[src/rtl/spi_adc_responder_pkg.sv]
// Shared constants, FSM encoding and conversion math for the emulated SPI ADC.
package spi_adc_responder_pkg;
  localparam int DATA_BITS = 12;
  localparam int CMD_BITS  = 3;
  localparam int CMD_SGL   = 2;
  localparam int CMD_ODD   = 1;
  localparam int CMD_MSBF  = 0;

  localparam logic [2:0] ST_IDLE       = 3'd0;
  localparam logic [2:0] ST_WAIT_START = 3'd1;
  localparam logic [2:0] ST_CMD        = 3'd2;
  localparam logic [2:0] ST_NULLB      = 3'd3;
  localparam logic [2:0] ST_DATA_MSB   = 3'd4;
  localparam logic [2:0] ST_DATA_LSB   = 3'd5;
  localparam logic [2:0] ST_DONE       = 3'd6;

  typedef logic [DATA_BITS-1:0] sample_t;

  typedef struct packed {
    logic sck_rise;
    logic sck_fall;
    logic cs_rise;
    logic cs_fall;
  } spi_edges_t;

  // Differential modes subtract in DATA_BITS+1 bits; the top bit is the borrow.
  function automatic sample_t adc_result(input logic sgl, input logic odd,
                                         input sample_t ch0, input sample_t ch1);
    logic [DATA_BITS:0] diff;
    diff = odd ? ({1'b0, ch1} - {1'b0, ch0}) : ({1'b0, ch0} - {1'b0, ch1});
    if (sgl) return odd ? ch1 : ch0;
    return diff[DATA_BITS] ? '0 : diff[DATA_BITS-1:0];
  endfunction
endpackage

[src/rtl/spi_adc_responder_if.sv]
// SPI pins between the initiator (master) and the emulated ADC (slave).
interface spi_adc_responder_if;
  logic spi_sck;
  logic spi_cs_n;
  logic spi_mosi;
  logic spi_miso;

  modport master (output spi_sck, spi_cs_n, spi_mosi, input spi_miso);
  modport slave  (input spi_sck, spi_cs_n, spi_mosi, output spi_miso);
endinterface

[src/rtl/spi_adc_responder_edge_sync.sv]
// Synchronizes sck/cs_n/mosi into CLK and derives single-cycle edge pulses.
module spi_edge_sync
  import spi_adc_responder_pkg::*;
#(
  parameter int SYNC_STAGES = 2
) (
  input  logic       CLK,
  input  logic       global_safe_rst,
  input  logic       sck,
  input  logic       cs_n,
  input  logic       mosi,
  output logic       cs_n_s,
  output logic       mosi_s,
  output spi_edges_t edges
);
  localparam logic [2:0] IDLE_LVL = 3'b010; // {mosi, cs_n, sck}

  logic [SYNC_STAGES-1:0][2:0] sync;
  logic [2:0]                  prev;
  logic [2:0]                  cur;
  logic [SYNC_STAGES:0]        vld_pipe;
  logic                        vld;

  assign cur = sync[SYNC_STAGES-1];
  assign vld = vld_pipe[SYNC_STAGES];

  always_ff @(posedge CLK or posedge global_safe_rst) begin
    if (global_safe_rst) begin
      sync     <= {SYNC_STAGES{IDLE_LVL}};
      prev     <= IDLE_LVL;
      vld_pipe <= '0;
    end else begin
      sync     <= {sync[SYNC_STAGES-2:0], {mosi, cs_n, sck}};
      prev     <= cur;
      vld_pipe <= {vld_pipe[SYNC_STAGES-1:0], 1'b1};
    end
  end

  // Edges are suppressed until the reset idle levels have been flushed out,
  // so a chip select already low at reset release never looks like a new frame.
  always_comb begin
    edges          = '0;
    edges.sck_rise = vld &  cur[0] & ~prev[0];
    edges.sck_fall = vld & ~cur[0] &  prev[0];
    edges.cs_rise  = vld &  cur[1] & ~prev[1];
    edges.cs_fall  = vld & ~cur[1] &  prev[1];
  end

  assign cs_n_s = cur[1];
  assign mosi_s = cur[2];
endmodule

[src/rtl/spi_adc_responder.sv]
// Emulated 2-channel 12-bit SPI ADC: start bit, SGL/ODD/MSBF command, null bit,
// MSB-first data, optional LSB-first repeat.
module spi_adc_responder
  import spi_adc_responder_pkg::*;
#(
  parameter int   SYNC_STAGES = 2,
  parameter logic MISO_IDLE   = 1'b0
) (
  input  logic                     CLK,
  input  logic                     global_safe_rst,
  spi_adc_responder_if.slave       spi,
  input  sample_t                  ch0_value,
  input  sample_t                  ch1_value,
  output logic                     conv_done,
  output logic                     conv_ch,
  output logic                     frame_err
);
  localparam logic [3:0] CMD_LAST  = 4'(CMD_BITS - 1);
  localparam logic [3:0] DATA_LAST = 4'(DATA_BITS - 1);

  logic                cs_n_s;
  logic                mosi_s;
  spi_edges_t          edges;
  logic [2:0]          state;
  logic [3:0]          bit_cnt;
  logic [CMD_BITS-1:0] cmd;
  logic [CMD_BITS-1:0] cmd_next;
  sample_t             sample;
  logic                miso;
  logic                in_frame;

  spi_edge_sync #(.SYNC_STAGES(SYNC_STAGES)) u_sync (
    .CLK             (CLK),
    .global_safe_rst (global_safe_rst),
    .sck             (spi.spi_sck),
    .cs_n            (spi.spi_cs_n),
    .mosi            (spi.spi_mosi),
    .cs_n_s          (cs_n_s),
    .mosi_s          (mosi_s),
    .edges           (edges)
  );

  assign spi.spi_miso = miso;
  assign cmd_next     = {cmd[CMD_BITS-2:0], mosi_s};
  assign in_frame     = (state == ST_CMD) || (state == ST_NULLB) ||
                        (state == ST_DATA_MSB) || (state == ST_DATA_LSB);

  always_ff @(posedge CLK or posedge global_safe_rst) begin
    if (global_safe_rst) begin
      state     <= ST_IDLE;
      bit_cnt   <= '0;
      cmd       <= '0;
      sample    <= '0;
      miso      <= MISO_IDLE;
      conv_done <= 1'b0;
      conv_ch   <= 1'b0;
      frame_err <= 1'b0;
    end else begin
      conv_done <= 1'b0;
      frame_err <= 1'b0;
      // A deselected bus overrides everything, including an SCK edge seen in
      // the same cycle as the chip-select rise.
      if (cs_n_s) begin
        state     <= ST_IDLE;
        bit_cnt   <= '0;
        miso      <= MISO_IDLE;
        frame_err <= edges.cs_rise & in_frame;
      end else begin
        case (state)
          ST_IDLE:
            if (edges.cs_fall) state <= ST_WAIT_START;
          ST_WAIT_START:
            if (edges.sck_rise && mosi_s) begin
              state   <= ST_CMD;
              bit_cnt <= '0;
            end
          ST_CMD:
            if (edges.sck_rise) begin
              cmd     <= cmd_next;
              bit_cnt <= bit_cnt + 4'd1;
              if (bit_cnt == CMD_LAST) begin
                sample <= adc_result(cmd_next[CMD_SGL], cmd_next[CMD_ODD],
                                     ch0_value, ch1_value);
                state  <= ST_NULLB;
              end
            end
          ST_NULLB:
            if (edges.sck_fall) begin
              miso    <= 1'b0;
              bit_cnt <= DATA_LAST;
              state   <= ST_DATA_MSB;
            end
          ST_DATA_MSB:
            if (edges.sck_fall) begin
              miso <= sample[bit_cnt];
              if (bit_cnt != '0) begin
                bit_cnt <= bit_cnt - 4'd1;
              end else if (cmd[CMD_MSBF]) begin
                state     <= ST_DONE;
                conv_done <= 1'b1;
                conv_ch   <= cmd[CMD_ODD];
              end else begin
                bit_cnt <= 4'd1;
                state   <= ST_DATA_LSB;
              end
            end
          ST_DATA_LSB:
            if (edges.sck_fall) begin
              miso <= sample[bit_cnt];
              if (bit_cnt == DATA_LAST) begin
                state     <= ST_DONE;
                conv_done <= 1'b1;
                conv_ch   <= cmd[CMD_ODD];
              end else begin
                bit_cnt <= bit_cnt + 4'd1;
              end
            end
          // The final bit stays valid for the initiator's next rising edge,
          // then the line parks at its idle level.
          ST_DONE:
            if (edges.sck_fall) miso <= MISO_IDLE;
          default:
            state <= ST_IDLE;
        endcase
      end
    end
  end
endmodule

[src/flat_wrapper.sv]
// flat-port wrapper written by rule: the top's interface ports become plain ports
module spi_adc_responder_flat import spi_adc_responder_pkg::*;
#(
  parameter int   SYNC_STAGES = 2,
  parameter logic MISO_IDLE   = 1'b0
)
  (CLK, global_safe_rst, ch0_value, ch1_value, conv_done, conv_ch, frame_err, spi_spi_sck, spi_spi_cs_n, spi_spi_mosi, spi_spi_miso);
  spi_adc_responder_if spi_i ();
  input  logic CLK;
  input  logic global_safe_rst;
  input  sample_t ch0_value;
  input  sample_t ch1_value;
  output logic conv_done;
  output logic conv_ch;
  output logic frame_err;
  input wire logic [$bits(spi_i.spi_sck)-1:0] spi_spi_sck;
  input wire logic [$bits(spi_i.spi_cs_n)-1:0] spi_spi_cs_n;
  input wire logic [$bits(spi_i.spi_mosi)-1:0] spi_spi_mosi;
  output wire logic [$bits(spi_i.spi_miso)-1:0] spi_spi_miso;
  assign spi_i.spi_sck = spi_spi_sck;
  assign spi_i.spi_cs_n = spi_spi_cs_n;
  assign spi_i.spi_mosi = spi_spi_mosi;
  assign spi_spi_miso = spi_i.spi_miso;
  spi_adc_responder #(.SYNC_STAGES(SYNC_STAGES), .MISO_IDLE(MISO_IDLE)) u_core (.CLK(CLK), .global_safe_rst(global_safe_rst), .spi(spi_i), .ch0_value(ch0_value), .ch1_value(ch1_value), .conv_done(conv_done), .conv_ch(conv_ch), .frame_err(frame_err));
endmodule
[config.mk]
export PLATFORM = sky130hd
export DESIGN_NAME = spi_adc_responder_flat
export DESIGN_NICKNAME = d
export VERILOG_FILES = /design/src/rtl/spi_adc_responder_pkg.sv /design/src/rtl/spi_adc_responder_if.sv /design/src/rtl/spi_adc_responder_edge_sync.sv /design/src/rtl/spi_adc_responder.sv /design/src/flat_wrapper.sv
export SDC_FILE = /design/constraint.sdc
export NUM_CORES = 1
export LEC_CHECK = 0
export CORE_ASPECT_RATIO = 1.5
export CORE_MARGIN = 4
export CORE_UTILIZATION = 63
export DETAILED_ROUTE_END_ITERATION = 10
export GPL_ROUTABILITY_DRIVEN = 0
export PLACE_DENSITY = 0.95
export SLEW_MARGIN = 20
export SYNTH_ARGS = -nofsm -noshare
export SYNTH_HDL_FRONTEND = slang
export SYNTH_SLANG_ARGS = --single-unit
export TNS_END_PERCENT = 100
[constraint.sdc]
create_clock -name CLK -period 4.2 [get_ports CLK]
set_clock_uncertainty 0.05 [all_clocks]
set_input_delay 0.84 -clock CLK [delete_from_list [all_inputs] [get_ports CLK]]
set_output_delay 0.84 -clock CLK [all_outputs]
set_load 0.1 [all_outputs]
Word-level counts from Yosys, hierarchy flattened
Index checks and enable logic that the tools add are counted.

word-level totals
  input bits = 29
  logic and storage cells = 126
  register bits after elaboration = 36
  output and inout port bits = 4

cells by class
  order comparisons = 1
  multiplexer cells = 52
  reduce and logical (&&, ||, !) cells = 17
  bitwise logic cells = 13
  equality and inequality tests = 27
  add/sub/neg operators = 4

operators with widths
  cell                                                 count
  2-to-1 mux 12 bit                                    4
  2-to-1 mux 4 bit                                     9
  2-to-1 mux 3 bit                                     10
  subtractor 12 x 12 -> 13 bit                         2
  2-to-1 mux 1 bit                                     21
  one-hot mux 3 bit (7 select lines)                   1
  one-hot mux 4 bit (5 select lines)                   1
  != test 3 x 2 -> 1 bit, second input constant        6
  2-to-1 mux 13 bit                                    1
  != test 3 bit, second input constant                 4
  AND reduction 10 bit                                 1
  bitwise AND 1 bit                                    9
  equality test 3 bit, second input constant           3
  AND reduction 8 bit                                  1
  AND reduction 7 bit                                  1
  equality test 3 x 2 -> 1 bit, second input constant  2
  != test 2 x 1 -> 1 bit, second input constant        3
  != test 2 bit, second input constant                 3
  != test 3 x 1 -> 1 bit, second input constant        2
  one-hot mux 1 bit (2 select lines)                   3
  AND reduction 3 bit                                  2
  nonzero test 6 bit                                   1
  < comparator 4 x 5 -> 1 bit, second input constant   1
  adder 4 x 1 -> 4 bit, second input constant          1
  other kinds (16)                                     22

Depth between registers and ports, before layout
Gate-level depths: netlist of the first run.

  depth in word-level cells = 6
  gate-level depth with buffers = 10
  depth with buffers taken out = 10

Hierarchy
A second synthesis of the first run with hierarchy kept.

unflattened totals
  cells, all modules = 387
  area, all modules = 3258.1 µm²

by module, submodules not included
  module             instances  cells each  seq. area each (µm²)  area each (µm²)
  spi_adc_responder  1          370         625.6                 2936.6
  spi_edge_sync      1          17          279.0                 321.6

Least setup slack after synthesis of the first run
No wires, ideal clock.

  path type = input port to flip-flop
  from = in ch0_value[2]
  to = reg u_core.sample[11]
  cell stages on the path = 9
  setup time = 0.082 ns
  data arrival time = 2.456 ns
  buffers on the path = 1
  data required time = 4.068 ns
  setup slack = 1.612 ns
  path through = inv_1 > ha_1 > buf_4 > a21oi_2 > nand2_1 > a2111oi_1 > a22o_1 > a21oi_1 > a31oi_1

between the ends
  word-level cells in the longest chain between the ends = 4
  elaborated cells on any way between the ends = 5
  those cells by class = 2 x add/sub; 3 x mux

ends and longest elaborated chain
  element                              RTL line                     RTL
  start, declared                      flat_wrapper.sv:11           input sample_t ch0_value;
  subtractor 12 x 12 -> 13 bit         spi_adc_responder_pkg.sv:30  diff = odd ? ({1'b0, ch1} - {1'b0, ch0}) : ({1'b0, ch0} - {1'b0, ch1});
  2-to-1 mux 13 bit (*)                spi_adc_responder_pkg.sv:30
  2-to-1 mux 12 bit (*) (2 in series)  spi_adc_responder_pkg.sv:32  return diff[DATA_BITS] ? '0 : diff[DATA_BITS-1:0];
  end signal, assigned                 spi_adc_responder.sv:82      sample <= adc_result(cmd_next[CMD_SGL], cmd_next[CMD_ODD],
  end, declared                        spi_adc_responder.sv:28      sample_t sample;

Every way passes the cells marked *; elsewhere a longest branch is shown, timed or not.
A chain may end at the register's enable or synchronous reset.

Worst setup path after layout of the first run
  from = in ch0_value[3]
  to = reg u_core.sample[7]

Same word-level chain as after synthesis.

==> impl_metrics.json, run 1 <==
{
  "status": "complete, no violations",
  "yosysMostFrequentCell": "sky130_fd_sc_hd__nand2_1",
  "port_buffers": 32,
  "grt_overflow": 0,
  "final_nets": 480,
  "power.ir.vdd_worst_mv": 0.169,
  "diodes": 0,
  "multiInputGateArea_sq_um": 2120,
  "cts_made_buffers": 5,
  "cp-end-kind": "flop",
  "clock_power_share_pct": 19.0,
  "via_count": 3134,
  "largest_net_degree_at_the_start_of_global_routing": 25,
  "path_delay_family": "compound AO/OA/AOI/OAI gates",
  "max_cap_violations": 0,
  "setup_viol_count_final": 0,
  "clock_insertion_delay_worst_skew_ns": 0.30,
  "synth_seq_area_share_pct": 27.4,
  "min_period_over_period_pct": 77.2,
  "ys_seq_elements": 36,
  "regArea_sq_um": 905,
  "layout-area-overhead-vs-synth_pct": 11.3,
  "vias_per_cell": 6.40,
  "timing.critical_path.fanout_max": 9,
  "synth-main-ff-cell": "sky130_fd_sc_hd__dfrtp_1",
  "pwr-share-seq_pct": 36.1,
  "max_slew_violation_count": 0,
  "syn_area_sq_um": 3300,
  "crit_path_top_delay_cell": "sky130_fd_sc_hd__a2111oi_4",
  "min-delay-path-class": "flop to flop",
  "finalWirelength_um": 8470,
  "finalWorstPathRequiredPeriod_ns": 3.24,
  "switching_power_mw": 0.560,
  "path_buf_inv": 2,
  "report.final.hold_viol_count": 0,
  "chipHeight_um": 96.6,
  "synthesis.yosys.warnings": 0,
  "cp_data_required_time_ns": 4.36,
  "timing_worst_setup_path_type": "input pin to flop",
  "tritoncts": "yes",
  "syn-instance-count": 402,
  "clockRootBuffer": "sky130_fd_sc_hd__clkbuf_8",
  "synth_top_cell_by_area": "sky130_fd_sc_hd__dfrtp_1",
  "crit_arrival_ns": 3.40,
  "synth_enable_flop_cells": 0,
  "detailedRoute.firstPassIterationCount": 6,
  "pwr-share-comb_pct": 44.9,
  "start_util_pct": 64.4,
  "row_count": 32,
  "asyncSetResetFlopFracSynth_pct": 100,
  "hold_fix_buffer_count_after_cts": 0,
  "number_of_global_route_vias_before_repair": 3147,
  "startpoint_type": "input pin",
  "tns_ns": 0,
  "slew_limit_headroom_pct": 34.7,
  "synth_top_area_share_pct": 25.0,
  "post-dp-hpwl_um": 6290,
  "ctsResizeCount": 0,
  "grt_antenna_before_repair": 0,
  "cts_num_sinks": 36,
  "clk_pin_slew_worst_paths_ns": 0.07,
  "design.portCount": 33,
  "power.internal_mw": 0.741,
  "post-cts-setup-buffers": 0,
  "grt_pass1_wl_um": 14600,
  "power.static_leakage_nw": 1.58,
  "synth.net_count": 461,
  "netlist_top_cells_area": "sky130_fd_sc_hd__dfrtp_1 (25%), sky130_fd_sc_hd__ha_1 (11%), sky130_fd_sc_hd__a21oi_1 (6.7%), sky130_fd_sc_hd__o21ai_0 (6.4%), sky130_fd_sc_hd__nand2_1 (5.1%)",
  "power_switching_share_pct": 43.0,
  "worstPathCellList": "clkdlybuf4s50_1 -> inv_1 -> ha_1 -> a21oi_1 -> nand2_1 -> o211ai_2 -> a2111oi_4 -> nor2_2 -> o31ai_1",
  "drt-wirelength-per-cell_um": 17.3,
  "synthTopCellsByCount": "sky130_fd_sc_hd__nand2_1 (45), sky130_fd_sc_hd__a21oi_1 (44), sky130_fd_sc_hd__o21ai_0 (42), sky130_fd_sc_hd__inv_1 (35), sky130_fd_sc_hd__dfrtp_1 (33)",
  "floorplan.die_area_sq_um": 6480,
  "power_per_cell_area_nw_per_um2": 354,
  "die_w_um": 67.1,
  "final_layout_size_suffix_gt1_share_pct": 8.29,
  "synth.lib_cells_used.distinct": 66,
  "track_usage_pct": 28.3,
  "fmax_ghz": 0.308,
  "syn_avg_cell_area_sq_um": 8.21,
  "timing_worst_slew_pin_value_ns": 0.976,
  "final_antenna_net_count": 0,
  "setup_repair_after_global_routing_missed_its_margin": "false",
  "drtIter0Drc": 393,
  "clock_path_buffers": 2,
  "layout.filler_cells": 411,
  "crit_path_max_incr_delay_ns": 0.61,
  "worst-r2r-setup-slack_ns": 1.54,
  "drc_errors": 0,
  "placeable_core_area_sq_um": 5120,
  "ctsHtreeMaxLevel": 2,
  "final_core_util_pct": 71.7
}
-- routing by layer --
| layer | part of all wire [%] | vias to the layer above | global-route usage [%] |
|---|---|---|---|
| met4 | 3.8 | 0 | 12.2 |
| met1 | 36 | 1483 | 32.1 |
| met3 | 4.6 | 29 | 3.02 |
| li1 | - | 1474 | - |
| met5 | 0 | - | 0 |
| met2 | 56 | 148 | 51.1 |
-- power groups by stage --
| stage | combinational (mW) | sequential [mW] | clock (mW) |
|---|---|---|---|
| final | 0.584 | 0.470 | 0.247 |
| after global routing | 0.641 | 0.477 | 0.265 |
| after CTS | 0.570 | 0.466 | 0.246 |
| after detailed placement | 0.563 | 0.472 | 0 |
| after global placement | 0.542 | 0.469 | 0 |
| after floorplan | 0.485 | 0.412 | 0 |
-- registers in the layout, indices dropped and copies added (netlist names), 2 cells and up --
register                count
u_core.u_sync.cur           3
u_core.u_sync.sync          3
u_core.u_sync.vld_pipe      3
u_core.cmd                  2
u_core.u_sync.prev          2
u_core.bit_cnt              4
u_core.state                3
u_core.sample              12
-- logic make-up after synthesis --
| logic type | count (synthesis) | share of synthesized area (%) |
|---|---|---|
| compound gates | 140 | 26.8 |
| simple gates | 116 | 18.4 |
| buf+inv | 59 | 8.38 |
| flops | 36 | 27.4 |
| fa+ha+maj | 30 | 11.8 |
| xor+xnor | 10 | 2.65 |
| mux | 10 | 4.36 |
| other cells | 1 | 0.114 |
-- final timing paths --
check / endpoint / startpoint / cells past startpoint
max in group asynchronous: u_core.cmd[0] / global_safe_rst / 3
max reg2reg: u_core.sample[11] / u_core.cmd[0] / 5
min: u_core.u_sync.vld_pipe[1] / u_core.u_sync.vld_pipe[0] / 0
max: u_core.sample[7] / ch0_value[3] / 9
min in group asynchronous: u_core.u_sync.vld_pipe[2] / global_safe_rst / 2
min reg2reg: u_core.u_sync.vld_pipe[1] / u_core.u_sync.vld_pipe[0] / 0
-- layout by cell type, fill, tap and decap left out, types with 3 or more instances in the layout --
master,n
sky130_fd_sc_hd__a211oi_1,6
sky130_fd_sc_hd__a21oi_1,44
sky130_fd_sc_hd__a22oi_1,3
sky130_fd_sc_hd__a31oi_1,5
sky130_fd_sc_hd__and3_1,6
sky130_fd_sc_hd__buf_4,3
sky130_fd_sc_hd__clkbuf_8,5
sky130_fd_sc_hd__clkdlybuf4s50_1,32
sky130_fd_sc_hd__dfrtp_1,33
sky130_fd_sc_hd__dfstp_2,3
sky130_fd_sc_hd__ha_1,28
sky130_fd_sc_hd__inv_1,35
sky130_fd_sc_hd__mux2_2,5
sky130_fd_sc_hd__mux4_2,3
sky130_fd_sc_hd__nand2_1,45
sky130_fd_sc_hd__nand3_1,6
sky130_fd_sc_hd__nand3b_1,5
sky130_fd_sc_hd__nand4_1,3
sky130_fd_sc_hd__nor2_1,20
sky130_fd_sc_hd__nor2b_1,4
sky130_fd_sc_hd__nor3_1,5
sky130_fd_sc_hd__o211ai_1,7
sky130_fd_sc_hd__o21ai_0,42
sky130_fd_sc_hd__o31ai_1,7
sky130_fd_sc_hd__o32ai_1,3
sky130_fd_sc_hd__or3_1,3
sky130_fd_sc_hd__xnor2_1,10
-- worst reg2reg max path: cells and delay by family (launching register included) --
family                 cells  cell delay (ns)
AO/OA/AOI/OAI              4             1.27
flip-flops                 1             0.79
buffers and inverters      1             0.48
-- cell type report --
cell class              count  area share [%]
clock buffers               5            1.87
clock inverters             3           0.511
inverters                  36            3.68
multi-input cells         307            57.7
flip-flops and latches     36            24.6
well taps                  68            2.32
repair buffers             35            9.33
-- stage by stage --
| step | hold slack [ns] | area [sq um] | worst slack, ns | std cells | power (mW) |
|---|---|---|---|---|---|
| floorplan | 0.281 | 3300 | 1.61 | 402 | 0.897 |
| global placement | 0.284 | 3590 | 0.800 | 482 | 1.01 |
| detailed placement | 0.287 | 3590 | 0.693 | 482 | 1.04 |
| CTS | 0.304 | 3670 | 1.01 | 490 | 1.28 |
| global route | 0.309 | 3670 | 0.717 | 490 | 1.38 |
| finish | 0.303 | 3670 | 0.956 | 490 | 1.30 |
Note: power is estimated with default switching activity, not from simulation.
==> run 2, diff against run 1 <==
--- a/config.mk
+++ b/config.mk
@@ -7,10 +7,10 @@
 export LEC_CHECK = 0
 export CORE_ASPECT_RATIO = 1.5
 export CORE_MARGIN = 4
-export CORE_UTILIZATION = 63
+export CORE_UTILIZATION = 58
 export DETAILED_ROUTE_END_ITERATION = 10
 export GPL_ROUTABILITY_DRIVEN = 0
-export PLACE_DENSITY = 0.95
+export PLACE_DENSITY = 0.89
 export SLEW_MARGIN = 20
 export SYNTH_ARGS = -nofsm -noshare
 export SYNTH_HDL_FRONTEND = slang
==> constraint.sdc (replaced) <==
create_clock -name CLK -period 3.4 [get_ports CLK]
set_clock_uncertainty 0.05 [all_clocks]
set_input_delay 0.68 -clock CLK [delete_from_list [all_inputs] [get_ports CLK]]
set_output_delay 0.68 -clock CLK [all_outputs]
set_load 0.1 [all_outputs]
==> impl_metrics.json, run 2 (same netlist as run 1, synthesis figures left out) <==
{
  "status": "complete, no violations",
  "ctsResizeCount": 0,
  "layout.filler_cells": 454,
  "worstPathCellList": "clkdlybuf4s50_1 -> inv_1 -> ha_1 -> a21oi_1 -> nand3_1 -> o211ai_2 -> a2111oi_4 -> nor2_2 -> o31ai_1",
  "place_area_sq_um": 3600,
  "worstRegToRegCells": 6,
  "placed_cells_incl_taps": 486,
  "finalWirelength_um": 7550,
  "power_per_cell_area_nw_per_um2": 431,
  "setup_repair_after_global_routing_missed_its_margin": "false",
  "largest_register_ffs": 12,
  "cp-end-kind": "flop",
  "drc_errors": 0,
  "multiInputGateArea_sq_um": 2120,
  "ctsHtreeMaxLevel": 2,
  "vias_per_cell": 6.18,
  "grt_pass1_wl_um": 12900,
  "power.static_leakage_nw": 1.60,
  "cp_data_required_time_ns": 3.55,
  "via_count": 3051,
  "diodes": 0,
  "post-place-ws_ns": 0.135,
  "min_period_over_period_pct": 87.2,
  "report.final.hold_viol_count": 0,
  "critical_path.reg2reg.endpoint": "u_core.sample[5]",
  "drt-wirelength-per-cell_um": 15.3,
  "cts_num_sinks": 36,
  "path_buf_inv": 2,
  "clk_pin_slew_worst_paths_ns": 0.07,
  "row_count": 33,
  "worstHoldEndpoint": "u_core.u_sync.cur[2]",
  "crit_path_max_incr_delay_ns": 0.59,
  "final_core_util_pct": 67.1,
  "chipHeight_um": 100,
  "layout_common_cells": "sky130_fd_sc_hd__nand2_1 (45), sky130_fd_sc_hd__a21oi_1 (44), sky130_fd_sc_hd__o21ai_0 (42)",
  "r2r-start": "u_core.cmd[0]",
  "start_util_pct": 60.1,
  "post-route-cell-area_sq_um": 3680,
  "final_layout_size_suffix_gt1_share_pct": 9.43,
  "regArea_sq_um": 905,
  "non_filler_cells_final": 494,
  "grt_overflow": 0,
  "final_nets": 482,
  "layout.cells.most_common": "sky130_fd_sc_hd__nand2_1",
  "largest_net_degree_at_the_start_of_global_routing": 37,
  "clock_power_share_pct": 18.7,
  "path_delay_family": "compound AO/OA/AOI/OAI gates",
  "startpoint": "ch0_value[3]",
  "min-delay-path-class": "flop to flop",
  "slew_limit_headroom_pct": 35.8,
  "worst-r2r-setup-slack_ns": 0.74,
  "design.portCount": 33,
  "top_regs": "u_core.sample: 12 flops, u_core.bit_cnt: 4 flops",
  "tns_ns": 0,
  "final_antenna_net_count": 0,
  "max_slew_violation_count": 0,
  "crit_path_top_delay_cell": "sky130_fd_sc_hd__a2111oi_4",
  "final_setup_slack_of_the_worst_path_ns": 0.436,
  "die_w_um": 69.6,
  "hold-path-cell-count": 0,
  "setup_viol_count_final": 0,
  "layout-area-overhead-vs-synth_pct": 11.6,
  "crit_arrival_ns": 3.11,
  "cts_made_buffers": 5,
  "placeable_core_area_sq_um": 5490,
  "pwr-share-comb_pct": 46.7,
  "power_switching_share_pct": 41.6,
  "finalWorstPathRequiredPeriod_ns": 2.96,
  "track_usage_pct": 22.8,
  "pwr-share-seq_pct": 34.6,
  "startpoint_type": "input pin",
  "largest-register": "u_core.sample",
  "tritoncts": "yes",
  "power.internal_mw": 0.927,
  "floorplan.die_area_sq_um": 6980,
  "detailedRoute.firstPassIterationCount": 4,
  "post-cts-setup-buffers": 0,
  "max_cap_violations": 0,
  "report.power.total_mw": 1.59,
  "drtIter0Drc": 260,
  "hold_fix_buffer_count_after_cts": 0,
  "clock_insertion_delay_worst_skew_ns": 0.30,
  "timing_worst_setup_path_type": "input pin to flop",
  "post-dp-hpwl_um": 6010,
  "hold_slack_ns": 0.303,
  "fmax_ghz": 0.337,
  "clock_path_buffers": 2,
  "switching_power_mw": 0.661,
  "clockRootBuffer": "sky130_fd_sc_hd__clkbuf_8",
  "number_of_global_route_vias_before_repair": 3045,
  "min_from": "u_core.u_sync.sync[2]",
  "timing_worst_slew_pin_value_ns": 0.959,
  "power.ir.vdd_worst_mv": 0.231,
  "port_buffers": 32,
  "grt_antenna_before_repair": 0,
  "timing.critical_path.fanout_max": 9
}
==> run 2: how the worst max path moves through the flow <==
| stage | slack, ns | cells after the start | to |
|---|---|---|---|
| after floorplan | 0.97 | 9 | u_core.sample[11] |
| after global placement | 0.28 | 9 | u_core.sample[7] |
| after detailed placement | 0.13 | 9 | u_core.sample[10] |
| after CTS | 0.47 | 9 | u_core.sample[5] |
| after global routing | 0.21 | 9 | u_core.sample[11] |
| final | 0.44 | 9 | u_core.sample[5] |
==> run 2: area by class of cell <==
cell class,count,area share (%)
multi-input combinational,307,57.5
sequential,36,24.6
timing repair buffer,37,9.51
inverter,36,3.67
tap,70,2.38
clock buffer,5,1.87
clock inverter,3,0.510
==> run 2: per-layer routing <==
layer | part of all wire [%] | wire [um] | global-route usage, % | vias up
met5 | 0 | 0 | 0 | -
li1 | - | - | - | 1484
met3 | 3.5 | 262 | 3.41 | 46
met4 | 7.0 | 532 | 18.3 | 0
met2 | 53 | 4000 | 42.0 | 108
met1 | 36 | 2750 | 22.4 | 1413
==> run 2: power by group through the flow <==
stage	Combinational [mW]	Clock, mW	Sequential, mW
2_1_floorplan	0.599	0	0.509
3_3_place_gp	0.718	0	0.552
3_5_place_dp	0.731	0	0.556
4_1_cts	0.734	0.306	0.549
5_1_grt	0.827	0.327	0.559
6_report	0.743	0.297	0.549
